**config.mk**
```make
export PLATFORM = sky130hd
export DESIGN_NAME = axis_fifo_drain
export DESIGN_NICKNAME = d
export VERILOG_FILES = /design/src/rtl/axis_fifo_drain.sv
export SDC_FILE = /design/constraint.sdc
export NUM_CORES = 1
export LEC_CHECK = 0
export BUFFER_PORTS_ARGS = -buffer_cell sky130_fd_sc_hd__buf_2
export CELL_PAD_IN_SITES_DETAIL_PLACEMENT = 1
export CELL_PAD_IN_SITES_GLOBAL_PLACEMENT = 1
export CORE_ASPECT_RATIO = 1.5
export CORE_MARGIN = 3
export CORE_UTILIZATION = 35
export DETAILED_ROUTE_END_ITERATION = 8
export GPL_ROUTABILITY_DRIVEN = 0
export HOLD_SLACK_MARGIN = 0.05
export PLACE_DENSITY = 0.7
export RECOVER_POWER = 25
export SYNTH_ARGS = -nofsm -noshare
export SYNTH_HDL_FRONTEND = slang
export SYNTH_SLANG_ARGS = --single-unit
```
**constraint.sdc**
```tcl
create_clock -name clk -period 25.1 [get_ports clk]
set_input_delay 0 -clock clk [delete_from_list [all_inputs] [get_ports clk]]
set_output_delay 0 -clock clk [all_outputs]
set_load 0.02 [all_outputs]
```
**src/rtl/axis_fifo_drain.sv**
```systemverilog
// axis_fifo_drain: pulls a programmed number of beats from a FWFT FIFO and
// streams them out as an AXI4-Stream master, marking the final beat with TLAST.
// A two-entry output/skid buffer lets the FIFO read strobe depend only on
// registered state, never on m_axis_tready, while still sustaining one beat
// per cycle.
module axis_fifo_drain #(
    parameter int DATA_WIDTH = 256,
    parameter int LEN_W      = 16
) (
    input  logic                    clk,
    input  logic                    rst,
    input  logic                    start,
    input  logic [LEN_W-1:0]        xfer_beats,
    output logic                    busy,
    output logic                    done,
    input  logic [DATA_WIDTH-1:0]   fifo_dout,
    input  logic                    fifo_empty,
    output logic                    fifo_rd_en,
    output logic [DATA_WIDTH-1:0]   m_axis_tdata,
    output logic [DATA_WIDTH/8-1:0] m_axis_tkeep,
    output logic                    m_axis_tvalid,
    input  logic                    m_axis_tready,
    output logic                    m_axis_tlast
);

    typedef enum logic [1:0] {
        IDLE = 2'd0,
        RUN  = 2'd1,
        DONE = 2'd2
    } state_t;

    localparam logic [LEN_W-1:0] ONE = {{(LEN_W-1){1'b0}}, 1'b1};

    state_t                  state;
    state_t                  state_nx;
    logic [LEN_W-1:0]        rd_left;
    logic [LEN_W-1:0]        out_left;
    logic                    out_valid;
    logic [DATA_WIDTH-1:0]   out_data;
    logic                    skid_valid;
    logic [DATA_WIDTH-1:0]   skid_data;
    logic                    pop;
    logic                    handshake;
    logic                    accept_start;

    // A pop needs the FIFO to have data, words still owed, and a guaranteed
    // free slot; requiring an empty skid register gives that slot without
    // looking at tready.
    assign pop          = (state == RUN) && !fifo_empty && (rd_left != '0) && !skid_valid;
    assign handshake    = out_valid && m_axis_tready;
    assign accept_start = (state == IDLE) && start;

    assign fifo_rd_en    = pop;
    assign m_axis_tdata  = out_data;
    assign m_axis_tvalid = out_valid;
    assign m_axis_tkeep  = {(DATA_WIDTH/8){out_valid}};
    assign m_axis_tlast  = out_valid && (out_left == ONE);

    // State register; reset aborts any transfer in flight.
    always_ff @(posedge clk or posedge rst) begin
        if (rst) begin
            state <= IDLE;
        end else begin
            state <= state_nx;
        end
    end

    // Next-state logic and status outputs; a zero-length start skips straight to DONE.
    always_comb begin
        state_nx = state;
        busy     = (state != IDLE);
        done     = (state == DONE);
        case (state)
            IDLE: begin
                if (start) begin
                    state_nx = (xfer_beats != '0) ? RUN : DONE;
                end
            end
            RUN: begin
                if (handshake && (out_left == ONE)) begin
                    state_nx = DONE;
                end
            end
            DONE: begin
                state_nx = IDLE;
            end
            default: begin
                state_nx = IDLE;
            end
        endcase
    end

    // Beat counters: rd_left counts words still to pop, out_left counts beats still to send.
    always_ff @(posedge clk or posedge rst) begin
        if (rst) begin
            rd_left  <= '0;
            out_left <= '0;
        end else if (accept_start) begin
            rd_left  <= xfer_beats;
            out_left <= xfer_beats;
        end else begin
            if (pop) begin
                rd_left <= rd_left - ONE;
            end
            if (handshake) begin
                out_left <= out_left - ONE;
            end
        end
    end

    // Output register plus skid register: popped words go to the output slot
    // when it is free or draining this cycle, otherwise they park in the skid.
    always_ff @(posedge clk or posedge rst) begin
        if (rst) begin
            out_valid  <= 1'b0;
            out_data   <= '0;
            skid_valid <= 1'b0;
            skid_data  <= '0;
        end else if (pop) begin
            if (!out_valid || handshake) begin
                out_data  <= fifo_dout;
                out_valid <= 1'b1;
            end else begin
                skid_data  <= fifo_dout;
                skid_valid <= 1'b1;
            end
        end else if (handshake) begin
            if (skid_valid) begin
                out_data   <= skid_data;
                skid_valid <= 1'b0;
            end else begin
                out_valid <= 1'b0;
            end
        end
    end

endmodule

```
==> impl_metrics.toml, run 1 <==
[floorplan]
start_util_pct = 35.42
ios = 570
die_w_um = 225.8
row_count = 120
die_h_um = 335.7
core_area_mm2 = 0.07162
dieArea_mm2 = 0.07580

[job]
cap_violations = 1

[worst_setup_path]
crit_arrival_ns = 6.84
endpoint_kind = "asynchronous set/reset pin"
critPathBufInv = 6
cp_slowest_stage_delay_ns = 3.18
cp-start-kind = "input port"
crit_chain = "dlygate4sd3_1 -> buf_2 -> clkinvlp_2 -> buf_4 -> buf_4 -> buf_4"
cp_max_fo = 130
crit_path_top_delay_cell = "clkinvlp_2"
cp.required_ns = 25.71
critical_path.most_common_cell = "buf_4"
critPathTopFamily = "buffers and inverters"
path_class = "in2async"

[route]
routedWlPerCell_um = 24.20
drt_iter0_drc = 1191
dr.pass1.iters = 5
routed_wl_mm = 95.43
ant_nets = 0
viasPerCell = 5.883
vias = 23200
drc = 0

[placed_design]
dp_hpwl_mm = 56.54
portBuffers = 569
dp_slack_ns = 20.14
dp.cells = 3546

[final_layout]
drive_above_1_share_pct = 21.49
fin_nets = 3248
final_common_cell = "dfrtp_1"
layout_common_cells = "548 x dfrtp_1, 350 x buf_2, 278 x dlygate4sd3_1"
area_delta_synth_final_pct = 29.40
layoutNonFillerInstCount = 3943

[sta]
finalHoldViolCount = 0
whs_ns = 0.1313
setup_viol_count_final = 0
finalCriticalPeriod_ns = 6.224
worst_slack_ns = 18.88
slew_headroom_pct = -289.5
final_max_slew_viol_count = 131
tns_ns = 0
clock_skew_ns = 0.02728
tightest_slew_ns = 5.811
rsz0062_at_grt = "false"
fmax_mhz = 160.7
post-route-period-util_pct = 24.80

[logic_synthesis]
synth_cells = 2305
syn_area_mm2 = 0.02536
syn_nets = 2585
yosysWarnings = 0
synth.largest_area_cell = "dfrtp_1"
ys_ff_latch = 548
postSynthAreaPerCell_um2 = 11.00
synth_edf_count = 0
synth.distinct_cells = 59
yosysSeqAreaShare_pct = 54.06
synthFlopType = "dfrtp_1"
yosysTopAreaCellShare_pct = 54.06
yosys-top-cells-area = "dfrtp_1 54%, a211oi_1 7.6%, mux2_2 7.1%"
ys_async_sr_fraction_pct = 100.0

[global_route]
grt_pass1_vias = 25870
grt_max_degree = 161
track_usage_pct = 24.52
grt_pass1_wl_mm = 149.9
antenna_found_initial = 14
grt-ovfl-total = 0

[worst_hold_path]
hold_class = "in2reg"

[clocking]
clk_pin_slew_ns = 0.06
cts_tree = "built"
clock_latency_ns = 0.63
htree_levels = 2
cts.sinks = 548
cts.repair.resized = 0
cts_made_buffers = 57
clock_path_buffers = 3
cts_root_buf = "clkbuf_16"

[pwr]
p_comb_share_pct = 42.5
switching_share_pct = 43.09
p_int_mw = 2.582
seqPwrFrac_pct = 37.5
peakVddDrop_uv = 85.70
power_mw = 4.538
p_leak_nw = 13.23
p_switching_mw = 1.956
p_clk_share_pct = 20.0
power_density_mw_per_mm2 = 138.3

[status]
violations = "capacitance limit, slew limit"
status = "complete, but fails checks"
## Yosys cell counts, types with 4 or more instances
cell,instances
o31ai_1,6
buf_4,83
o211ai_1,8
a211o_1,5
nand3_1,9
or3_1,9
nor3_1,12
buf_2,34
o21ai_0,13
a31oi_1,4
clkbuf_1,156
a211oi_1,256
dfrtp_1,548
nand2_1,26
inv_1,12
or4_1,7
nand4_1,8
xnor2_1,7
mux2_1,97
a21oi_1,4
nor2_1,270
nor4_1,266
mux2_2,159
o22ai_1,256
## kinds of logic after synthesis
logic type	count (synthesis)	synth area share, %
AOI/OAI and AO/OA	575	15.73
xor gates and xnor gates	9	0.3108
adders and majority gates	3	0.1480
buffers and inverters	287	5.643
DFF	548	54.06
muxes	257	11.40
and+or+nand+nor	626	12.70
## final timing paths
| kind | startpoint | to | slack (ns) | cells after the start |
|---|---|---|---|---|
| max in group clk | rd_left[0] | skid_data[63] | 20.12 | 9 |
| setup reg to reg | rd_left[0] | skid_data[63] | 20.12 | 9 |
| min in group asynchronous | rst | skid_data[242] | 1.76 | 3 |
| hold / removal | start | out_left[0] | 0.13 | 4 |
| hold reg to reg | skid_data[11] | skid_data[11] | 0.50 | 1 |
| setup / recovery | rst | m_axis_tdata[172] | 18.88 | 6 |
## final cells by class
type | count | area (um^2)
clock inverters | 25 | 394.1
repair buffers | 878 | 5627
flip-flops and latches | 548 | 13710
clock buffers | 77 | 1572
inverters | 13 | 50.05
multi-input cells | 1470 | 10280
diodes | 17 | 42.54
fillers | 7962 | 38800
well taps | 915 | 1145
## power by group through the flow
stage / registers [mW] / logic, mW / clock network, mW
floorplan: 1.87 / 1.08 / 0
global placement: 1.64 / 1.85 / 0
detailed placement: 1.69 / 1.93 / 0
CTS: 1.68 / 1.98 / 0.926
global route: 1.76 / 2.09 / 0.965
finish: 1.70 / 1.93 / 0.906
## flip-flops by register name, summed over array words and instances, names as in the netlist
name           count
m_axis_tdata     256
m_axis_tvalid      1
out_left          16
rd_left           16
skid_data        256
skid_valid         1
state              2
## stage by stage
stage / area [um^2] / util, %
2_1_floorplan: 25360 / -
3_3_place_gp: 28310 / 39.53
3_5_place_dp: 28310 / 39.53
4_1_cts: 33060 / 46.16
5_1_grt: 32810 / 45.81
6_report: 32820 / 45.83
## worst register-to-register path, delay by kind of cell (launching register included)
| kind | cells | cell delay (ns) |
|---|---|---|
| buf+inv | 4 | 2.76 |
| simple gates | 3 | 0.99 |
| flops | 1 | 0.41 |
| fa+ha+maj | 1 | 0.23 |
| mux | 1 | 0.49 |
## layer usage
metal	vias up	track usage, %	part of all wire (%)
met5	-	0	0.012
met4	2	10.87	4.6
met3	236	6.157	6.4
met2	780	41.87	49
met1	12000	29.13	40
li1	10180	-	-
## timing repair
action                    CTS  global route
hold buffers              278             0
hold endpoints to repair  675             0
setup buffers               0             0
Note: power is estimated with default switching activity, not from simulation.
==> inputs of run 2 (changes only) <==
clock period = 5.95 ns   (was 25.1 ns; I/O delays follow)
==> impl_metrics.toml, run 2 (synthesis results as in run 1) <==
[floorplan]
core_area_mm2 = 0.07162
start_util_pct = 35.42
row_count = 120
dieArea_mm2 = 0.07580
ios = 570
die_h_um = 335.7
die_w_um = 225.8

[final_layout]
drive_above_1_share_pct = 20.15
nFillCells = 7960
final_core_util_pct = 45.68
final_common_cell = "dfrtp_1"
area_delta_synth_final_pct = 28.97
layout_common_cells = "548 x dfrtp_1, 312 x buf_2, 278 x dlygate4sd3_1"
fin_nets = 3246

[clocking]
cts.sinks = 548
cts_made_buffers = 54
clock_latency_ns = 0.61
cts.repair.resized = 0
clk_pin_slew_ns = 0.06
cts_hold_buf = 278
htree_levels = 2
cts_tree = "built"
cts_root_buf = "clkbuf_16"
post-cts-setup-buffer-count = 0
clock_path_buffers = 3

[worst_setup_path]
cp_slowest_stage_delay_ns = 0.84
rr_worst_depth = 5
critPathBufInv = 2
critPathTopFamily = "buffers and inverters"
crit_path_top_delay_cell = "nand2b_4"
cp.required_ns = 6.45
crit_chain = "nand2b_4 -> buf_12 -> buf_4 -> o22ai_1 -> a211oi_1"
endpoint_kind = "register"
rr_endpoint = "m_axis_tdata[71]"
cp_max_fo = 144
r2r_start = "m_axis_tvalid"
reg2reg_slack_ns = 1.98
crit_arrival_ns = 4.47
path_class = "reg2reg"
cp-start-kind = "register"

[route]
drt_iter0_drc = 1303
highest_layer = "met4"
vias = 23210
dr.pass1.iters = 5
drc = 0
wl_met2_mm = 47.83
ant_nets = 0
wl_met1_mm = 39.18
wl_met3_mm = 5.936
routed_wl_mm = 96.98
viasPerCell = 5.898
routedWlPerCell_um = 24.64

[sta]
final_max_slew_viol_count = 80
slew_headroom_pct = -83.97
tightest_slew_ns = 2.760
clock_skew_ns = 0.03115
post-route-period-util_pct = 66.65
fmax_mhz = 252.2
finalHoldViolCount = 0
setup_viol_count_final = 0
finalCriticalPeriod_ns = 3.965
rsz0062_at_grt = "false"

[global_route]
grt_pass1_wl_mm = 152.9
grt_pass1_vias = 25990
grt-ovfl-total = 0
track_usage_pct = 25.06
grt_max_degree = 178
antenna_found_initial = 11

[worst_hold_path]
hold_class = "in2reg"
min_to = "rd_left[15]"
worstHoldStart = "start"
hold_path_depth = 5

[pwr]
power_density_mw_per_mm2 = 577.8
p_leak_nw = 13.11
power_mw = 18.90
peakVddDrop_uv = 342.6

[placed_design]
portBuffers = 569
dp_hpwl_mm = 57.43

[status]
status = "complete, but fails checks"
violations = "capacitance limit, slew limit"

[job]
cap_violations = 2
run 2: cell types whose count changed in the layout (fill, tap and decap cells not counted), sizes merged:
| cell | previous run | this run |
|---|---|---|
| buf | 381 | 341 |
| clkinv | 11 | 13 |
| clkbuf | 296 | 340 |
| diode | 17 | 12 |
| clkinvlp | 4 | 1 |
| bufinv | 9 | 3 |
run 2: how the worst max path moves through the flow:
stage | from | endpoint | slack, ns | cells after the start
6_report | m_axis_tvalid | m_axis_tdata[71] | 1.98 | 5
5_1_grt | m_axis_tvalid | m_axis_tdata[50] | 1.75 | 5
4_1_cts | m_axis_tvalid | m_axis_tdata[72] | 2.13 | 5
3_5_place_dp | m_axis_tvalid | m_axis_tdata[72] | 2.12 | 5
3_3_place_gp | m_axis_tvalid | m_axis_tdata[64] | 2.34 | 5
2_1_floorplan | rst | m_axis_tdata[0] | -1.51 | 1
run 2: stage by stage:
stage                     cells  TNS (ns)  setup slack, ns  hold slack [ns]  cell area, um^2
after floorplan            2305   -825.22           -1.506           0.1157            25370
after global placement     3547         0            2.340           0.2114            28440
after detailed placement   3547         0            2.125           0.2100            28440
after CTS                  3923         0            2.127          0.05814            33020
after global routing       3934         0            1.746           0.1101            32710
final                      3935         0            1.985           0.1115            32710
run 2: area by class of cell:
type | count | area [um^2] | area share, %
Sequential cell | 548 | 13710 | 41.92
Multi-Input combinational cell | 1470 | 10280 | 31.42
Timing Repair Buffer | 879 | 5700 | 17.43
Clock buffer | 80 | 1620 | 4.953
Tap cell | 915 | 1145 | 3.500
Clock inverter | 18 | 176.4 | 0.5393
Inverter | 13 | 50.05 | 0.1530
Antenna cell | 12 | 30.03 | 0.09180
run 2: metal layers:
metal	up-vias	global-route usage, %
met5	-	0
met1	12010	30.21
li1	10160	-
met4	0	10.74
met3	217	5.877
met2	823	42.76
run 2: power breakdown:
group,internal [mW],switching (mW)
combinational,2.96,5.22
clock,2.01,1.52
sequential,5.68,1.51
total,10.7,8.25
run 2: tightest hold or removal path, stage by stage:
cell and delay [ns]:
buf_2 0.11, nor3b_2 0.14, buf_4 0.23, nand2_1 0.11, nand3_1 0.06
==> inputs of run 3 (changes only) <==
ABC_AREA = 1   (was unset)
PLACE_DENSITY = 0.77   (was 0.7)
clock period = 3.3 ns   (was 5.95 ns; I/O delays follow)
==> impl_metrics.toml, run 3 <==
[sta]
final_max_slew_viol_count = 98
post-route-period-util_pct = 89.12
worst_slack_ns = 0.3591
rsz0062_at_grt = "false"
finalHoldViolCount = 0
fmax_mhz = 340.0
clock_skew_ns = 0.02840
tightest_slew_ns = 1.906
finalCriticalPeriod_ns = 2.941
slew_headroom_pct = -27.06
setup_viol_count_final = 0

[global_route]
grtUsageMet3_pct = 4.359
grt_pass1_vias = 28900
grt_max_degree = 148
track_usage_pct = 26.43
gr-max-usage-layer = "met2"
grt-ovfl-total = 0
grt_pass1_wl_mm = 167.4
met2_usage_pct = 46.33
antenna_found_initial = 9
grt_util_met1_pct = 32.74

[worst_setup_path]
cp_max_fo = 147
cp-start-kind = "register"
endpoint_kind = "register"
cp.required_ns = 3.84
path_class = "reg2reg"
crit_arrival_ns = 3.48

[clocking]
cts.repair.resized = 0
clock_path_buffers = 3
cts_made_buffers = 57
clock_latency_ns = 0.63
clk_pin_slew_ns = 0.06
cts_root_buf = "clkbuf_16"
cts.sinks = 548
cts_tree = "built"
htree_levels = 2

[worst_hold_path]
hold_class = "in2reg"

[logic_synthesis]
syn_nets = 3717
synth_edf_count = 0
synth.distinct_cells = 30
yosys-top-cells-area = "dfrtp_1 52%, nand2_1 27%, nand4_1 6.2%"
yosysTopAreaCellShare_pct = 52.40
synth_cells = 3437
ys_top_cells_by_count = "1,899 x nand2_1, 548 x dfrtp_1, 292 x nand3_1"
syn_area_mm2 = 0.02617
yosysMostFrequentCell = "nand2_1"
yosysSeqAreaShare_pct = 52.40
synthFlopType = "dfrtp_1"
postSynthAreaPerCell_um2 = 7.614
ys_async_sr_fraction_pct = 100.0
yosysWarnings = 0
synth.largest_area_cell = "dfrtp_1"
ys_ff_latch = 548

[route]
dr.pass1.iters = 5
viasPerCell = 5.278
drc = 0
vias = 27250
drt_iter0_drc = 2097
ant_nets = 0
routed_wl_mm = 105.7
routedWlPerCell_um = 20.48

[final_layout]
area_delta_synth_final_pct = 30.40
final_common_cell = "nand2_1"
fin_nets = 4403
drive_above_1_share_pct = 12.32
layout_common_cells = "1,899 x nand2_1, 548 x dfrtp_1, 359 x buf_2"
final_core_util_pct = 46.19

[floorplan]
dieArea_mm2 = 0.07816
die_h_um = 340.9
core_area_mm2 = 0.07388
start_util_pct = 35.42
die_w_um = 229.3
ios = 570
row_count = 122

[job]
cap_violations = 2

[pwr]
p_leak_nw = 18.25
power_density_mw_per_mm2 = 972.6
peakVddDrop_uv = 623.3

[status]
violations = "capacitance limit, slew limit"
status = "complete, but fails checks"

[placed_design]
dp_hpwl_mm = 60.35
dp_slack_ns = 0.4130
portBuffers = 569
run 3: changes by cell type in the layout (fill, tap and decap cells not counted), sizes merged, moves of 42 or more:
cell	before	now
a211oi	256	0
buf	341	408
clkbuf	340	298
mux2	256	0
nand2	26	1903
nand3	10	293
nand4	9	259
nor2	270	56
nor4	267	0
o22ai	256	0
run 3: kinds of logic (layout without fill, tap and decap cells):
| logic type | after synthesis | in the layout | synth area share (%) |
|---|---|---|---|
| xor gates and xnor gates | 20 | 20 | 0.6694 |
| and+or+nand+nor | 2518 | 2518 | 40.17 |
| other | 0 | 7 | 0 |
| AOI/OAI and AO/OA | 21 | 21 | 0.5403 |
| buffers and inverters | 327 | 1054 | 6.072 |
| adders and majority gates | 3 | 3 | 0.1434 |
| DFF | 548 | 548 | 52.40 |
run 3: worst paths after layout:
kind	startpoint	slack, ns	to	cells after the start
setup / recovery	rd_left[0]	0.36	skid_data[226]	11
hold / removal	fifo_empty	0.13	m_axis_tdata[7]	7
setup reg to reg	rd_left[0]	0.36	skid_data[226]	11
hold reg to reg	skid_data[118]	0.47	skid_data[118]	2
max in group asynchronous	rst	0.52	skid_data[103]	5
min in group asynchronous	rst	0.55	m_axis_tdata[32]	4
run 3: through the flow:
step / hold slack (ns) / power, mW / cell area, um^2 / setup TNS [ns] / instances
4_1_cts: 0.09873 / 33.23 / 34400 / 0 / 5156
3_3_place_gp: -0.01088 / 25.76 / 29600 / 0 / 4760
3_5_place_dp: -0.01537 / 26.25 / 29600 / 0 / 4760
5_1_grt: 0.1501 / 35.58 / 34120 / 0 / 5162
2_1_floorplan: 0.1445 / 21.44 / 26170 / -2277.42 / 3437
6_report: 0.1342 / 33.19 / 34130 / 0 / 5163
run 3: critical path, cell delays in order (launching register included):
cell	delay (ns)
dfrtp_1	0.38
inv_1	0.08
ha_1	0.27
nand2_2	0.13
nor2_2	0.08
nand2_8	0.21
nand3_4	0.22
inv_8	0.14
buf_12	0.38
nand3_1	0.16
dlygate4sd3_1	0.62
nand2_1	0.07
run 3: timing repair:
| item | in CTS | in global routing |
|---|---|---|
| buffers inserted | 0 | 0 |
| hold buffers | 296 | 0 |
| hold endpoints to repair | 969 | 0 |
run 3: per-layer routing:
metal	vias to the layer above	share of wire, %
li1	12330	-
met1	13670	40
met2	1036	51
met3	218	5.7
met4	4	3.6
met5	-	0.026
run 3: layout make-up:
cell class | count | area, um^2
fill | 9322 | 39760
sequential | 548 | 13710
multi-input combinational | 2562 | 10930
timing repair buffer | 917 | 6241
clock buffer | 85 | 1693
tap | 992 | 1241
inverter | 37 | 155.1
clock inverter | 15 | 137.6
antenna | 7 | 17.52
run 3: power by group:
group	leakage, nW	switching [mW]	internal [mW]
combinational	10.4	10.4	4.34
clock	0.901	2.86	3.61
sequential	6.95	2.13	9.82
total	18.2	15.4	17.8
